--- src/rtl/cmul_share_arb_if.sv ---
// Handshake bundle between the requesters, the shared complex multiplier and the result sinks.
//   s_*       : per-port operand streams (A and B packed {I,Q}, port p at [p*2W +: 2W])
//   mul_in_*  : operand stream towards the shared multiplier
//   mul_out_* : product stream coming back from the multiplier
//   o_*       : per-port result streams (product replicated on every lane)
// Modport master is the arbiter's view; slave is the surrounding environment's view.
interface cmul_share_arb_if #(
  parameter int unsigned DATA_WIDTH = 16,
  parameter int unsigned NUM_PORTS  = 2
);
  logic [NUM_PORTS*2*DATA_WIDTH-1:0] s_adata;
  logic [NUM_PORTS*2*DATA_WIDTH-1:0] s_bdata;
  logic [NUM_PORTS-1:0]              s_tlast;
  logic [NUM_PORTS-1:0]              s_tvalid;
  logic [NUM_PORTS-1:0]              s_tready;
  logic [2*DATA_WIDTH-1:0]           mul_adata;
  logic [2*DATA_WIDTH-1:0]           mul_bdata;
  logic                              mul_in_tlast;
  logic                              mul_in_tvalid;
  logic                              mul_in_tready;
  logic [2*DATA_WIDTH-1:0]           mul_pdata;
  logic                              mul_out_tlast;
  logic                              mul_out_tvalid;
  logic                              mul_out_tready;
  logic [NUM_PORTS*2*DATA_WIDTH-1:0] o_tdata;
  logic [NUM_PORTS-1:0]              o_tlast;
  logic [NUM_PORTS-1:0]              o_tvalid;
  logic [NUM_PORTS-1:0]              o_tready;

  modport master (
    input  s_adata, s_bdata, s_tlast, s_tvalid,
    output s_tready,
    output mul_adata, mul_bdata, mul_in_tlast, mul_in_tvalid,
    input  mul_in_tready,
    input  mul_pdata, mul_out_tlast, mul_out_tvalid,
    output mul_out_tready,
    output o_tdata, o_tlast, o_tvalid,
    input  o_tready
  );

  modport slave (
    output s_adata, s_bdata, s_tlast, s_tvalid,
    input  s_tready,
    input  mul_adata, mul_bdata, mul_in_tlast, mul_in_tvalid,
    output mul_in_tready,
    output mul_pdata, mul_out_tlast, mul_out_tvalid,
    input  mul_out_tready,
    input  o_tdata, o_tlast, o_tvalid,
    output o_tready
  );
endinterface

--- src/rtl/cmul_share_arb.sv ---
// Packet-level round-robin arbiter sharing one complex multiplier among NUM_PORTS requesters.
// A grant is held for a whole packet; the granted port index is queued in a tag FIFO so that
// products coming back from the multiplier are steered to the port that issued them.
//   clk   : single clock
//   reset : synchronous, active-high
//   bus   : cmul_share_arb_if.master (requester, multiplier and result streams)
//   busy  : high while a packet is locked or results are still outstanding
module cmul_share_arb #(
  parameter int unsigned DATA_WIDTH     = 16,
  parameter int unsigned NUM_PORTS      = 2,
  parameter int unsigned TAG_DEPTH_LOG2 = 4
) (
  input  logic             clk,
  input  logic             reset,
  cmul_share_arb_if.master bus,
  output logic             busy
);
  localparam int unsigned BeatW    = 2 * DATA_WIDTH;
  localparam int unsigned PortW    = $clog2(NUM_PORTS);
  localparam int unsigned TagDepth = 2 ** TAG_DEPTH_LOG2;

  typedef logic [PortW-1:0] port_t;
  typedef enum logic {StIdle, StLocked} state_e;

  state_e state_q, state_d;
  port_t  grant_q, grant_d;
  port_t  last_grant_q, last_grant_d;
  port_t  cand;
  logic   found;

  logic                      tag_push, tag_pop, tag_full, tag_not_empty;
  logic [TAG_DEPTH_LOG2-1:0] wr_ptr_q, rd_ptr_q;
  logic [TAG_DEPTH_LOG2:0]   count_q;
  port_t                     tag_mem [TagDepth];
  port_t                     head;

  assign tag_full      = (count_q == (TAG_DEPTH_LOG2 + 1)'(TagDepth));
  assign tag_not_empty = (count_q != '0);
  assign busy          = (state_q == StLocked) | tag_not_empty;

  // Arbiter: IDLE only picks a port (one bubble per packet), LOCKED forwards combinationally.
  always_comb begin
    state_d            = state_q;
    grant_d            = grant_q;
    last_grant_d       = last_grant_q;
    tag_push           = 1'b0;
    found              = 1'b0;
    cand               = '0;
    bus.s_tready       = '0;
    bus.mul_in_tvalid  = 1'b0;
    bus.mul_in_tlast   = 1'b0;
    bus.mul_adata      = '0;
    bus.mul_bdata      = '0;
    unique case (state_q)
      StIdle: begin
        if (!tag_full) begin
          for (int unsigned i = 0; i < NUM_PORTS; i++) begin
            cand = port_t'((32'(last_grant_q) + 32'd1 + i) % NUM_PORTS);
            if (!found && bus.s_tvalid[cand]) begin
              found    = 1'b1;
              grant_d  = cand;
              state_d  = StLocked;
              tag_push = 1'b1;
            end
          end
        end
      end
      StLocked: begin
        bus.mul_in_tvalid      = bus.s_tvalid[grant_q];
        bus.mul_in_tlast       = bus.s_tlast[grant_q];
        bus.mul_adata          = bus.s_adata[grant_q*BeatW +: BeatW];
        bus.mul_bdata          = bus.s_bdata[grant_q*BeatW +: BeatW];
        bus.s_tready[grant_q]  = bus.mul_in_tready;
        if (bus.s_tvalid[grant_q] && bus.mul_in_tready && bus.s_tlast[grant_q]) begin
          state_d      = StIdle;
          last_grant_d = grant_q;
        end
      end
      default: state_d = StIdle;
    endcase
  end

  // Result steering by the oldest outstanding tag; nothing is offered while no tag exists.
  always_comb begin
    head               = tag_mem[rd_ptr_q];
    bus.o_tvalid       = '0;
    bus.o_tlast        = '0;
    bus.o_tvalid[head] = bus.mul_out_tvalid & tag_not_empty;
    bus.o_tlast[head]  = bus.mul_out_tlast;
    bus.mul_out_tready = bus.o_tready[head] & tag_not_empty;
  end

  assign bus.o_tdata = {NUM_PORTS{bus.mul_pdata}};
  assign tag_pop     = bus.mul_out_tvalid & bus.mul_out_tready & bus.mul_out_tlast;

  always_ff @(posedge clk) begin
    if (reset) begin
      state_q      <= StIdle;
      grant_q      <= '0;
      last_grant_q <= port_t'(NUM_PORTS - 1);
      wr_ptr_q     <= '0;
      rd_ptr_q     <= '0;
      count_q      <= '0;
    end else begin
      state_q      <= state_d;
      grant_q      <= grant_d;
      last_grant_q <= last_grant_d;
      if (tag_push) wr_ptr_q <= wr_ptr_q + 1'b1;
      if (tag_pop)  rd_ptr_q <= rd_ptr_q + 1'b1;
      case ({tag_push, tag_pop})
        2'b10:   count_q <= count_q + 1'b1;
        2'b01:   count_q <= count_q - 1'b1;
        default: count_q <= count_q;
      endcase
    end
  end

  // Tag storage needs no reset: entries are only read while the occupancy says they are valid.
  always_ff @(posedge clk) begin
    if (tag_push) tag_mem[wr_ptr_q] <= grant_d;
  end
endmodule

--- src/flat_wrapper.sv ---
// flat-port wrapper written by rule: the top's interface ports become plain ports
module cmul_share_arb_flat 
#(
  parameter int unsigned DATA_WIDTH     = 16,
  parameter int unsigned NUM_PORTS      = 2,
  parameter int unsigned TAG_DEPTH_LOG2 = 4
)
  (clk, reset, busy, bus_s_adata, bus_s_bdata, bus_s_tlast, bus_s_tvalid, bus_s_tready, bus_mul_adata, bus_mul_bdata, bus_mul_in_tlast, bus_mul_in_tvalid, bus_mul_in_tready, bus_mul_pdata, bus_mul_out_tlast, bus_mul_out_tvalid, bus_mul_out_tready, bus_o_tdata, bus_o_tlast, bus_o_tvalid, bus_o_tready);
  cmul_share_arb_if #(.DATA_WIDTH(DATA_WIDTH), .NUM_PORTS(NUM_PORTS)) bus_i ();
  input  logic clk;
  input  logic reset;
  output logic busy;
  input wire logic [$bits(bus_i.s_adata)-1:0] bus_s_adata;
  input wire logic [$bits(bus_i.s_bdata)-1:0] bus_s_bdata;
  input wire logic [$bits(bus_i.s_tlast)-1:0] bus_s_tlast;
  input wire logic [$bits(bus_i.s_tvalid)-1:0] bus_s_tvalid;
  output wire logic [$bits(bus_i.s_tready)-1:0] bus_s_tready;
  output wire logic [$bits(bus_i.mul_adata)-1:0] bus_mul_adata;
  output wire logic [$bits(bus_i.mul_bdata)-1:0] bus_mul_bdata;
  output wire logic [$bits(bus_i.mul_in_tlast)-1:0] bus_mul_in_tlast;
  output wire logic [$bits(bus_i.mul_in_tvalid)-1:0] bus_mul_in_tvalid;
  input wire logic [$bits(bus_i.mul_in_tready)-1:0] bus_mul_in_tready;
  input wire logic [$bits(bus_i.mul_pdata)-1:0] bus_mul_pdata;
  input wire logic [$bits(bus_i.mul_out_tlast)-1:0] bus_mul_out_tlast;
  input wire logic [$bits(bus_i.mul_out_tvalid)-1:0] bus_mul_out_tvalid;
  output wire logic [$bits(bus_i.mul_out_tready)-1:0] bus_mul_out_tready;
  output wire logic [$bits(bus_i.o_tdata)-1:0] bus_o_tdata;
  output wire logic [$bits(bus_i.o_tlast)-1:0] bus_o_tlast;
  output wire logic [$bits(bus_i.o_tvalid)-1:0] bus_o_tvalid;
  input wire logic [$bits(bus_i.o_tready)-1:0] bus_o_tready;
  assign bus_i.s_adata = bus_s_adata;
  assign bus_i.s_bdata = bus_s_bdata;
  assign bus_i.s_tlast = bus_s_tlast;
  assign bus_i.s_tvalid = bus_s_tvalid;
  assign bus_s_tready = bus_i.s_tready;
  assign bus_mul_adata = bus_i.mul_adata;
  assign bus_mul_bdata = bus_i.mul_bdata;
  assign bus_mul_in_tlast = bus_i.mul_in_tlast;
  assign bus_mul_in_tvalid = bus_i.mul_in_tvalid;
  assign bus_i.mul_in_tready = bus_mul_in_tready;
  assign bus_i.mul_pdata = bus_mul_pdata;
  assign bus_i.mul_out_tlast = bus_mul_out_tlast;
  assign bus_i.mul_out_tvalid = bus_mul_out_tvalid;
  assign bus_mul_out_tready = bus_i.mul_out_tready;
  assign bus_o_tdata = bus_i.o_tdata;
  assign bus_o_tlast = bus_i.o_tlast;
  assign bus_o_tvalid = bus_i.o_tvalid;
  assign bus_i.o_tready = bus_o_tready;
  cmul_share_arb #(.DATA_WIDTH(DATA_WIDTH), .NUM_PORTS(NUM_PORTS), .TAG_DEPTH_LOG2(TAG_DEPTH_LOG2)) u_core (.clk(clk), .reset(reset), .bus(bus_i), .busy(busy));
endmodule
--- config.mk ---
export PLATFORM = sky130hd
export DESIGN_NAME = cmul_share_arb_flat
export DESIGN_NICKNAME = d
export VERILOG_FILES = /design/src/rtl/cmul_share_arb_if.sv /design/src/rtl/cmul_share_arb.sv /design/src/flat_wrapper.sv
export SDC_FILE = /design/constraint.sdc
export NUM_CORES = 1
export LEC_CHECK = 0
export ABC_AREA = 1
export BUFFER_PORTS_ARGS = -buffer_cell sky130_fd_sc_hd__buf_2
export CORE_AREA = 2 2 118 120
export DETAILED_ROUTE_END_ITERATION = 16
export DIE_AREA = 0 0 120 122
export PLACE_DENSITY = 0.61
export SYNTH_ARGS = -nofsm -noshare
export SYNTH_HDL_FRONTEND = slang
export SYNTH_SLANG_ARGS = --single-unit
export TNS_END_PERCENT = 50
--- constraint.sdc ---
create_clock -name clk -period 2.9 [get_ports clk]
set_clock_uncertainty 0.15 [all_clocks]
set_input_delay 0.145 -clock clk [delete_from_list [all_inputs] [get_ports clk]]
set_output_delay 0.145 -clock clk [all_outputs]
set_load 0.01 [all_outputs]
==> results_dict.tcl, run 1 <==
set metrics [dict create \
    ys_top_cells_by_area "nor2_1 20%, buf_4 15%, edfxtp_1 15%" \
    critical_path_arrival_ns 2.68 \
    avgSynthCellArea_um2 6.275 \
    hold_path.startpoint "reset" \
    clkSlewWorstSetupHoldPaths_ns 0.06 \
    p_leak_nw 2.293 \
    syn_to_final_growth_pct 27.05 \
    finalSetupTns_ns 0 \
    htreeDepth 2 \
    place.gp.congestion 0.8204 \
    synth_edf_count 16 \
    clockRootBuffer "clkbuf_16" \
    tightestPinTransition_ns 0.5947 \
    ys_seq_elements 36 \
    startpoint "u_core.count_q[1]$_SDFFE_PP0P_" \
    drt_iter0_drc 251 \
    switching_power_mw 1.204 \
    startpoint_type "flip-flop" \
    wl_per_cell_um 16.30 \
    cts.hold.buffers_added 0 \
    ys.flop_type "dfxtp_1" \
    crit_required_ns 2.93 \
    cts_buffers 5 \
    synth_area_leader_cell "nor2_1" \
    rsz0062_at_grt "no" \
    fp.dieH_um 122 \
    reg2reg_from "u_core.count_q[1]$_SDFFE_PP0P_" \
    p_int_mw 1.426 \
    track_usage_pct 17.42 \
    nets 839 \
    synth_cell_types 34 \
    wirelength_um 13800 \
    port_buffers 212 \
    core-area_um2 13500 \
    max_freq_mhz 377.4 \
    grt_max_degree 70 \
    cts_sinks 36 \
    slowest_delay_ns 0.45 \
    power_density_nw_per_um2 625.8 \
    relSlewSlack_pct 60.35 \
    clk_latency_ns 0.28 \
    cap_violations 0 \
    grt_pass1_vias 3119 \
    p_seq_share_pct 26.8 \
    ir_drop_mv 0.3080 \
    antenna_left 0 \
    synth-async-reset-ratio_pct 0 \
    hp-class "input port to flip-flop" \
    power_frac_comb_pct 52.4 \
    dp_hpwl_um 11550 \
    seq_area_frac_synth_pct 26.64 \
    slowest_stage "nor4_1" \
    crit_path_end_kind "flip-flop" \
    grt_pass1_wl_um 18800 \
    grt-ovfl-total 0 \
    cp_max_fo 8 \
    design.die.area_um2 14640 \
    setup_viol 0 \
    vias_per_cell 4.352 \
    first_pass_iters 6 \
    fin_crit_sh_pct 91.36 \
    drc 0 \
    clock_path_buffers 2 \
    cp_cell_sequence "nor4_1 > nand2_1 > nand3_1 > nor2_8 > ha_1 > nand2_1 > inv_1 > nor2_1 > ha_1 > inv_1 > nand2_2 > nand2_2 > nand3_1 > nand3_1 > nand2_1 > inv_1" \
    timing_hold_violations_final 0 \
    synthTopCellsByCount "175 x nor2_1, 72 x o21ai_0, 65 x buf_4, 45 x inv_1, 42 x nand2_1" \
    synthCells 527 \
    rows 43 \
    synth_top_area_share_pct 19.86 \
    final_area_um2 4202 \
    crit_type "flip-flop to flip-flop" \
    drive_above_1_share_pct 37.16 \
    io_pins 309 \
    syn-cell-area_um2 3307 \
    postPlaceCellArea_um2 4039 \
    status "complete, no violations" \
    floorplan.die.width_um 120 \
    min_period_ns 2.650 \
    grt_antenna_before_repair 7 \
    start_util_pct 24.49 \
    synth.yosys.warnings 0 \
    vias 3686 \
    cts_tree "yes" \
    clkPwrFrac_pct 20.8 \
    switching_share_pct 45.78 \
    slew_violations 0 \
    synth_most_common_cell "nor2_1" \
    syn_nets 705 \
]
-- worst max-delay path, delay by kind of cell, from the launching register on --
| kind | cells | cell delay [ns] |
|---|---|---|
| buffers and inverters | 3 | 0.12 |
| AND/OR/NAND/NOR | 11 | 1.47 |
| flip-flops | 1 | 0.36 |
| adder cells (fa/ha/maj) | 2 | 0.44 |
-- worst paths after layout --
check	endpoint	slack [ns]	cells past startpoint
setup / recovery	u_core.count_q[4]$_SDFFE_PP0P_	0.25	16
hold / removal	u_core.count_q[0]$_SDFFE_PP0P_	0.05	2
setup reg to reg	u_core.count_q[4]$_SDFFE_PP0P_	0.25	16
hold reg to reg	u_core.rd_ptr_q[3]$_SDFFE_PP0P_	0.35	2
-- cell usage in the layout, fill, tap and decap left out --
master | Yosys | routed
nor3_1 | 6 | 6
xnor2_1 | 2 | 2
nand2_2 | 7 | 7
clkbuf_16 | 0 | 5
nor2_1 | 175 | 175
nor2_8 | 1 | 1
and3_1 | 1 | 1
clkinvlp_4 | 0 | 2
o21ai_0 | 72 | 72
inv_1 | 45 | 44
nand2_4 | 1 | 1
o311ai_0 | 1 | 1
a31oi_1 | 1 | 1
nand2_1 | 42 | 42
nand3_2 | 4 | 4
o22ai_1 | 1 | 1
nand4_1 | 1 | 1
a21oi_1 | 8 | 8
buf_2 | 1 | 212
nand3_1 | 15 | 15
buf_4 | 65 | 4
inv_2 | 2 | 3
ha_1 | 7 | 7
inv_8 | 1 | 1
dfxtp_1 | 20 | 17
diode_2 | 0 | 5
nor4_1 | 1 | 1
clkinv_4 | 0 | 1
a2111oi_2 | 1 | 1
o211ai_1 | 2 | 2
dfxtp_2 | 0 | 3
edfxtp_1 | 16 | 16
o21ai_1 | 1 | 1
o21ai_2 | 1 | 1
mux2i_1 | 1 | 1
xor2_1 | 2 | 2
-- cell families (layout without fill, tap and decap cells) --
kind of cell,Yosys count,count (layout),share of synthesized area (%)
and+or+nand+nor,254,254,31.86
xor gates and xnor gates,4,4,1.060
AOI/OAI and AO/OA,88,88,14.08
DFF,36,36,26.64
muxes,1,1,0.3027
buffers and inverters,137,272,23.42
other,0,5,0
adders and majority gates,7,7,2.648
-- layout make-up --
| class | count | area (um^2) |
|---|---|---|
| inverter | 48 | 187.7 |
| tap | 180 | 225.2 |
| clock buffer | 5 | 125.1 |
| clock inverter | 3 | 23.77 |
| timing repair buffer | 216 | 1091 |
| multi-input combinational | 354 | 1652 |
| antenna | 5 | 12.51 |
| fill | 1543 | 9303 |
| sequential | 36 | 884.6 |
-- per-stage QoR --
stage	worst slack [ns]	hold WS, ns	utilization, %	power (mW)	std cells
floorplan	0.4316	0.1732	-	1.645	527
finish	0.2504	0.05164	31.11	2.629	847
global placement	0.2622	0.1401	29.91	2.098	834
global route	0.03049	0.09909	31.02	2.828	842
detailed placement	0.2109	0.1401	29.91	2.096	834
CTS	0.2057	0.06034	31.01	2.641	842
-- timing repair --
item / CTS / global route
buffers inserted: 0 / 0
gates resized for setup: 0 / 1
setup endpoints to repair: 0 / 2
-- metal layers --
metal	track usage [%]	wire length (um)	vias up
li1	-	-	1875
met1	24.56	6052	1589
met2	22.94	5480	162
met3	6.835	1666	54
met4	7.941	563	6
met5	0	38	-
-- power groups by stage --
stage / clock network, mW / logic [mW] / registers (mW)
4_1_cts: 0.549 / 1.39 / 0.703
2_1_floorplan: 0 / 0.958 / 0.687
5_1_grt: 0.572 / 1.54 / 0.715
6_report: 0.547 / 1.38 / 0.705
3_3_place_gp: 0 / 1.38 / 0.714
3_5_place_dp: 0 / 1.38 / 0.712
No activity file was read; power rests on OpenSTA's default activity.
==> run 2, diff against run 1 <==
- GPL_ROUTABILITY_DRIVEN: unset -> 0
- REMOVE_ABC_BUFFERS: unset -> 1
==> results_dict.tcl, run 2 (synthesized netlist as in run 1, its figures left out) <==
set metrics [dict create \
    layout.cells.non_filler 843 \
    cts_tree "yes" \
    hold_path.startpoint "reset" \
    relSlewSlack_pct 63.40 \
    port_buffers 212 \
    wirelength_um 19210 \
    postPlaceCellArea_um2 4051 \
    power_frac_comb_pct 54.4 \
    first_pass_iters 5 \
    reg2reg_depth 18 \
    start_util_pct 24.49 \
    min_period_ns 2.527 \
    crit_path_end_kind "flip-flop" \
    hold_depth 2 \
    crit_type "flip-flop to flip-flop" \
    slowest_stage "dfxtp_2" \
    startpoint_type "flip-flop" \
    ir_drop_mv 0.3111 \
    mostFrequentLayoutCell "buf_2" \
    dp_hpwl_um 16830 \
    rows 43 \
    clkSlewWorstSetupHoldPaths_ns 0.05 \
    fp.dieH_um 122 \
    vias_per_cell 4.561 \
    drc 0 \
    grt_antenna_before_repair 1 \
    grt_pass1_wl_um 25850 \
    cp_max_fo 9 \
    p_leak_nw 2.297 \
    p_int_mw 1.433 \
    fin_crit_sh_pct 87.14 \
    cp_cell_sequence "inv_8 > nand2_1 > nand3_1 > nand3_1 > nand3_2 > nand3_1 > nand2_4 > nor2_8 > ha_2 > nand2_1 > inv_1 > nor2_1 > ha_1 > inv_1 > nand2_2 > xor2_1 > o21ai_0 > inv_1" \
    critical_path_arrival_ns 2.55 \
    clock_path_buffers 2 \
    clockRootBuffer "clkbuf_16" \
    slowest_delay_ns 0.46 \
    nFillCells 1540 \
    syn_to_final_growth_pct 26.83 \
    io_pins 309 \
    antenna_left 0 \
    cts_buffers 5 \
    status "complete, no violations" \
    wl_per_cell_um 22.79 \
    final_area_um2 4194 \
    hp-class "input port to flip-flop" \
    track_usage_pct 25.55 \
    max_freq_mhz 395.7 \
    final_cell_mix "212 x buf_2, 175 x nor2_1, 72 x o21ai_0" \
    rsz0062_at_grt "no" \
    r2r_slack_ns 0.37 \
    p_seq_share_pct 27.0 \
    tightestPinTransition_ns 0.5490 \
    nets 839 \
    vias 3845 \
    cts_sinks 36 \
    hold_end "u_core.count_q[0]$_SDFFE_PP0P_" \
    cap_violations 0 \
    core-area_um2 13500 \
    clk_latency_ns 0.28 \
    crit_required_ns 2.92 \
    htreeDepth 2 \
    slew_violations 0 \
    design.die.area_um2 14640 \
    dp.cells 834 \
    grt_pass1_vias 3600 \
    drt_iter0_drc 152 \
    fin_hold_ws_ns 0.05154 \
    setup_viol 0 \
    timing_hold_violations_final 0 \
    switching_share_pct 46.34 \
    switching_power_mw 1.237 \
    grt_max_degree 66 \
    grt-ovfl-total 0 \
    clkPwrFrac_pct 18.6 \
    power_density_nw_per_um2 636.6 \
    drive_above_1_share_pct 36.86 \
    floorplan.die.width_um 120 \
    r2r_end "u_core.count_q[2]$_SDFFE_PP0P_" \
]
run 2: worst max-delay path, delay by kind of cell, from the launching register on:
| kind | cells | cell delay (ns) |
|---|---|---|
| compound gates | 1 | 0.14 |
| xor+xnor | 1 | 0.14 |
| fa+ha+maj | 2 | 0.43 |
| buf+inv | 4 | 0.25 |
| flops | 1 | 0.46 |
| simple gates | 10 | 0.86 |
run 2: how the worst max path moves through the flow:
stage | startpoint | end | slack (ns) | cells past startpoint
global placement | flip-flop | u_core.count_q[2]$_SDFFE_PP0P_ | 0.25 | 18
finish | flip-flop | u_core.count_q[2]$_SDFFE_PP0P_ | 0.37 | 18
CTS | flip-flop | u_core.count_q[2]$_SDFFE_PP0P_ | 0.19 | 18
global route | flip-flop | u_core.count_q[2]$_SDFFE_PP0P_ | 0.04 | 20
detailed placement | flip-flop | u_core.count_q[2]$_SDFFE_PP0P_ | 0.21 | 18
floorplan | u_core.state_q$_SDFF_PP0_ | u_core.count_q[2]$_SDFFE_PP0P_ | -0.1 | 14
run 2: final cells by class:
| class | count | area (um^2) | share of cell area [%] |
|---|---|---|---|
| Sequential cell | 36 | 884.6 | 21.09 |
| Timing Repair Buffer | 216 | 1104 | 26.31 |
| Clock inverter | 1 | 3.754 | 0.08950 |
| Multi-Input combinational cell | 354 | 1654 | 39.44 |
| Inverter | 48 | 187.7 | 4.475 |
| Tap cell | 180 | 225.2 | 5.370 |
| Antenna cell | 1 | 2.502 | 0.05967 |
| Clock buffer | 7 | 132.6 | 3.162 |
run 2: through the flow:
step	setup slack (ns)	total power [mW]	utilization [%]	setup TNS (ns)
final	0.3731	2.670	31.06	0
after global routing	0.04447	2.883	31.04	0
after CTS	0.1896	2.684	31.01	0
after detailed placement	0.2080	2.179	30.00	0
after global placement	0.2513	2.174	30.00	0
after floorplan	-0.09879	1.513	-	-0.1707
run 2: power by group through the flow:
stage | Sequential, mW | Combinational, mW | Clock, mW
2_1_floorplan | 0.745 | 0.767 | 0
3_3_place_gp | 0.727 | 1.45 | 0
3_5_place_dp | 0.726 | 1.45 | 0
4_1_cts | 0.718 | 1.46 | 0.508
5_1_grt | 0.731 | 1.63 | 0.526
6_report | 0.720 | 1.45 | 0.498
run 2: routing by layer:
metal	part of all wire, %	up-vias	global-route usage, %
li1	-	1869	-
met1	36	1635	26.34
met2	41	314	38.88
met3	20	25	21.77
met4	2.4	2	6.250
met5	0.34	-	4.514
run 2: repair_timing:
action                     in CTS  in global routing
buffers inserted                0                  0
resized for setup               0                  2
setup endpoints to repair       0                  2
hold buffers                    0                  0
==> run 3, diff against run 2 <==
- RECOVER_POWER: unset -> 50
==> results_dict.tcl, run 3 (synthesized netlist as in run 1, its figures left out) <==
set metrics [dict create \
    tightestPinTransition_ns 1.076 \
    status "complete, no violations" \
    ir_drop_mv 0.3076 \
    layout.cells.non_filler 843 \
    slowest_stage "clkbuf_2" \
    drt_iter0_drc 159 \
    nets 839 \
    drc 0 \
    vias_per_cell 4.539 \
    final_cell_mix "194 x buf_2, 175 x nor2_1, 72 x o21ai_0" \
    floorplan.die.width_um 120 \
    hold_end "u_core.count_q[0]$_SDFFE_PP0P_" \
    rows 43 \
    startpoint_type "flip-flop" \
    reg2reg_depth 18 \
    grt_antenna_before_repair 1 \
    crit_path_end_kind "output port" \
    hold_path.startpoint "reset" \
    timing_hold_violations_final 0 \
    hold_depth 2 \
    critPathTopFamily "buffers and inverters" \
    post_cts_buffers 0 \
    clock_path_buffers 2 \
    io_pins 309 \
    first_pass_iters 5 \
    max_freq_mhz 373.9 \
    setup_viol 0 \
    finalPower_mw 2.651 \
    cap_violations 0 \
    slew_violations 0 \
    vias 3826 \
    power_density_nw_per_um2 637.0 \
    p_leak_nw 2.225 \
    htreeDepth 2 \
    crit_required_ns 2.61 \
    start_util_pct 24.49 \
    r2r_slack_ns 0.37 \
    clockRootBuffer "clkbuf_16" \
    postPlaceCellArea_um2 4051 \
    min_period_ns 2.675 \
    r2r_end "u_core.count_q[2]$_SDFFE_PP0P_" \
    cts.hold.buffers_added 0 \
    slowest_delay_ns 0.73 \
    dp.cells 834 \
    worst-path-buf-inv 2 \
    nFillCells 1552 \
    grt-ovfl-total 0 \
    relSlewSlack_pct 28.28 \
    crit_type "flip-flop to output port" \
    wl_per_cell_um 22.86 \
    dp_hpwl_um 16830 \
    track_usage_pct 25.55 \
    hp-class "input port to flip-flop" \
    mostFrequentLayoutCell "buf_2" \
    core-area_um2 13500 \
    cts_tree "yes" \
    cp_max_fo 49 \
    design.die.area_um2 14640 \
    cts_buffers 5 \
    clk_latency_ns 0.28 \
    cts_sinks 36 \
    final_area_um2 4163 \
    critical_path_arrival_ns 2.38 \
    drive_above_1_share_pct 33.84 \
    rsz0062_at_grt "no" \
    antenna_left 0 \
    register_area_um2 884.6 \
    fin_crit_sh_pct 92.23 \
    fin_hold_ws_ns 0.05259 \
    wirelength_um 19280 \
    clkSlewWorstSetupHoldPaths_ns 0.05 \
    syn_to_final_growth_pct 25.88 \
    multi_input_area_um2 1654 \
    grt_pass1_wl_um 25850 \
    port_buffers 212 \
    cp_cell_sequence "clkbuf_2 > o21ai_0 > nor2_1 > buf_2" \
    fp.dieH_um 122 \
    grt_pass1_vias 3600 \
    grt_max_degree 66 \
]
[run 3: cell count changes in the layout (fill, tap and decap cells not counted)]
cell	previous run	this run
buf_2	212	194
buf_4	3	0
clkbuf_1	2	21
clkbuf_2	0	2
inv_1	44	45
inv_2	3	2
[run 3: cell type report]
| cell class | instances | area share, % |
|---|---|---|
| multi-input cells | 354 | 39.74 |
| clock buffers | 7 | 3.186 |
| diodes | 1 | 0.06011 |
| flip-flops and latches | 36 | 21.25 |
| well taps | 180 | 5.410 |
| clock inverters | 1 | 0.09017 |
| inverters | 48 | 4.509 |
| repair buffers | 216 | 25.76 |
[run 3: timing repair]
action / 4_1_cts / 5_1_grt
resized for setup: 0 / 2
setup endpoints to repair: 0 / 2
endpoints found under the hold margin: 0 / 0
[run 3: metal layers]
metal  part of all wire (%)  track usage [%]  vias to the layer above  wire length, um
met2                     41            38.88                      304             7971
met1                     36            26.34                     1631             6903
met5                   0.34            4.514                        -               66
met4                    2.3            6.250                        2              438
li1                       -                -                     1870                -
met3                     20            21.77                       19             3895
[run 3: power by group]
group	internal (mW)	total (mW)	switching (mW)
Clock	0.315	0.500	0.184
Sequential	0.629	0.720	0.0914
Combinational	0.464	1.43	0.967
Total	1.41	2.65	1.24
[run 3: metrics by stage]
step | worst slack, ns | setup TNS (ns) | utilization (%)
floorplan | -0.09879 | -0.1707 | -
global placement | 0.2513 | 0 | 30.00
detailed placement | 0.2080 | 0 | 30.00
CTS | 0.1896 | 0 | 31.01
global route | 0.04258 | 0 | 30.81
finish | 0.2252 | 0 | 30.83
[run 3: worst max-delay path by stage]
| stage | endpoint | slack, ns | cells after the start | from |
|---|---|---|---|---|
| floorplan | u_core.count_q[2]$_SDFFE_PP0P_ | -0.1 | 14 | u_core.state_q$_SDFF_PP0_ |
| global placement | u_core.count_q[2]$_SDFFE_PP0P_ | 0.25 | 18 | flip-flop |
| detailed placement | u_core.count_q[2]$_SDFFE_PP0P_ | 0.21 | 18 | flip-flop |
| CTS | u_core.count_q[2]$_SDFFE_PP0P_ | 0.19 | 18 | flip-flop |
| global route | u_core.count_q[2]$_SDFFE_PP0P_ | 0.04 | 20 | flip-flop |
| finish | bus_mul_bdata[21] | 0.23 | 4 | u_core.grant_q$_SDFF_PP0_ |
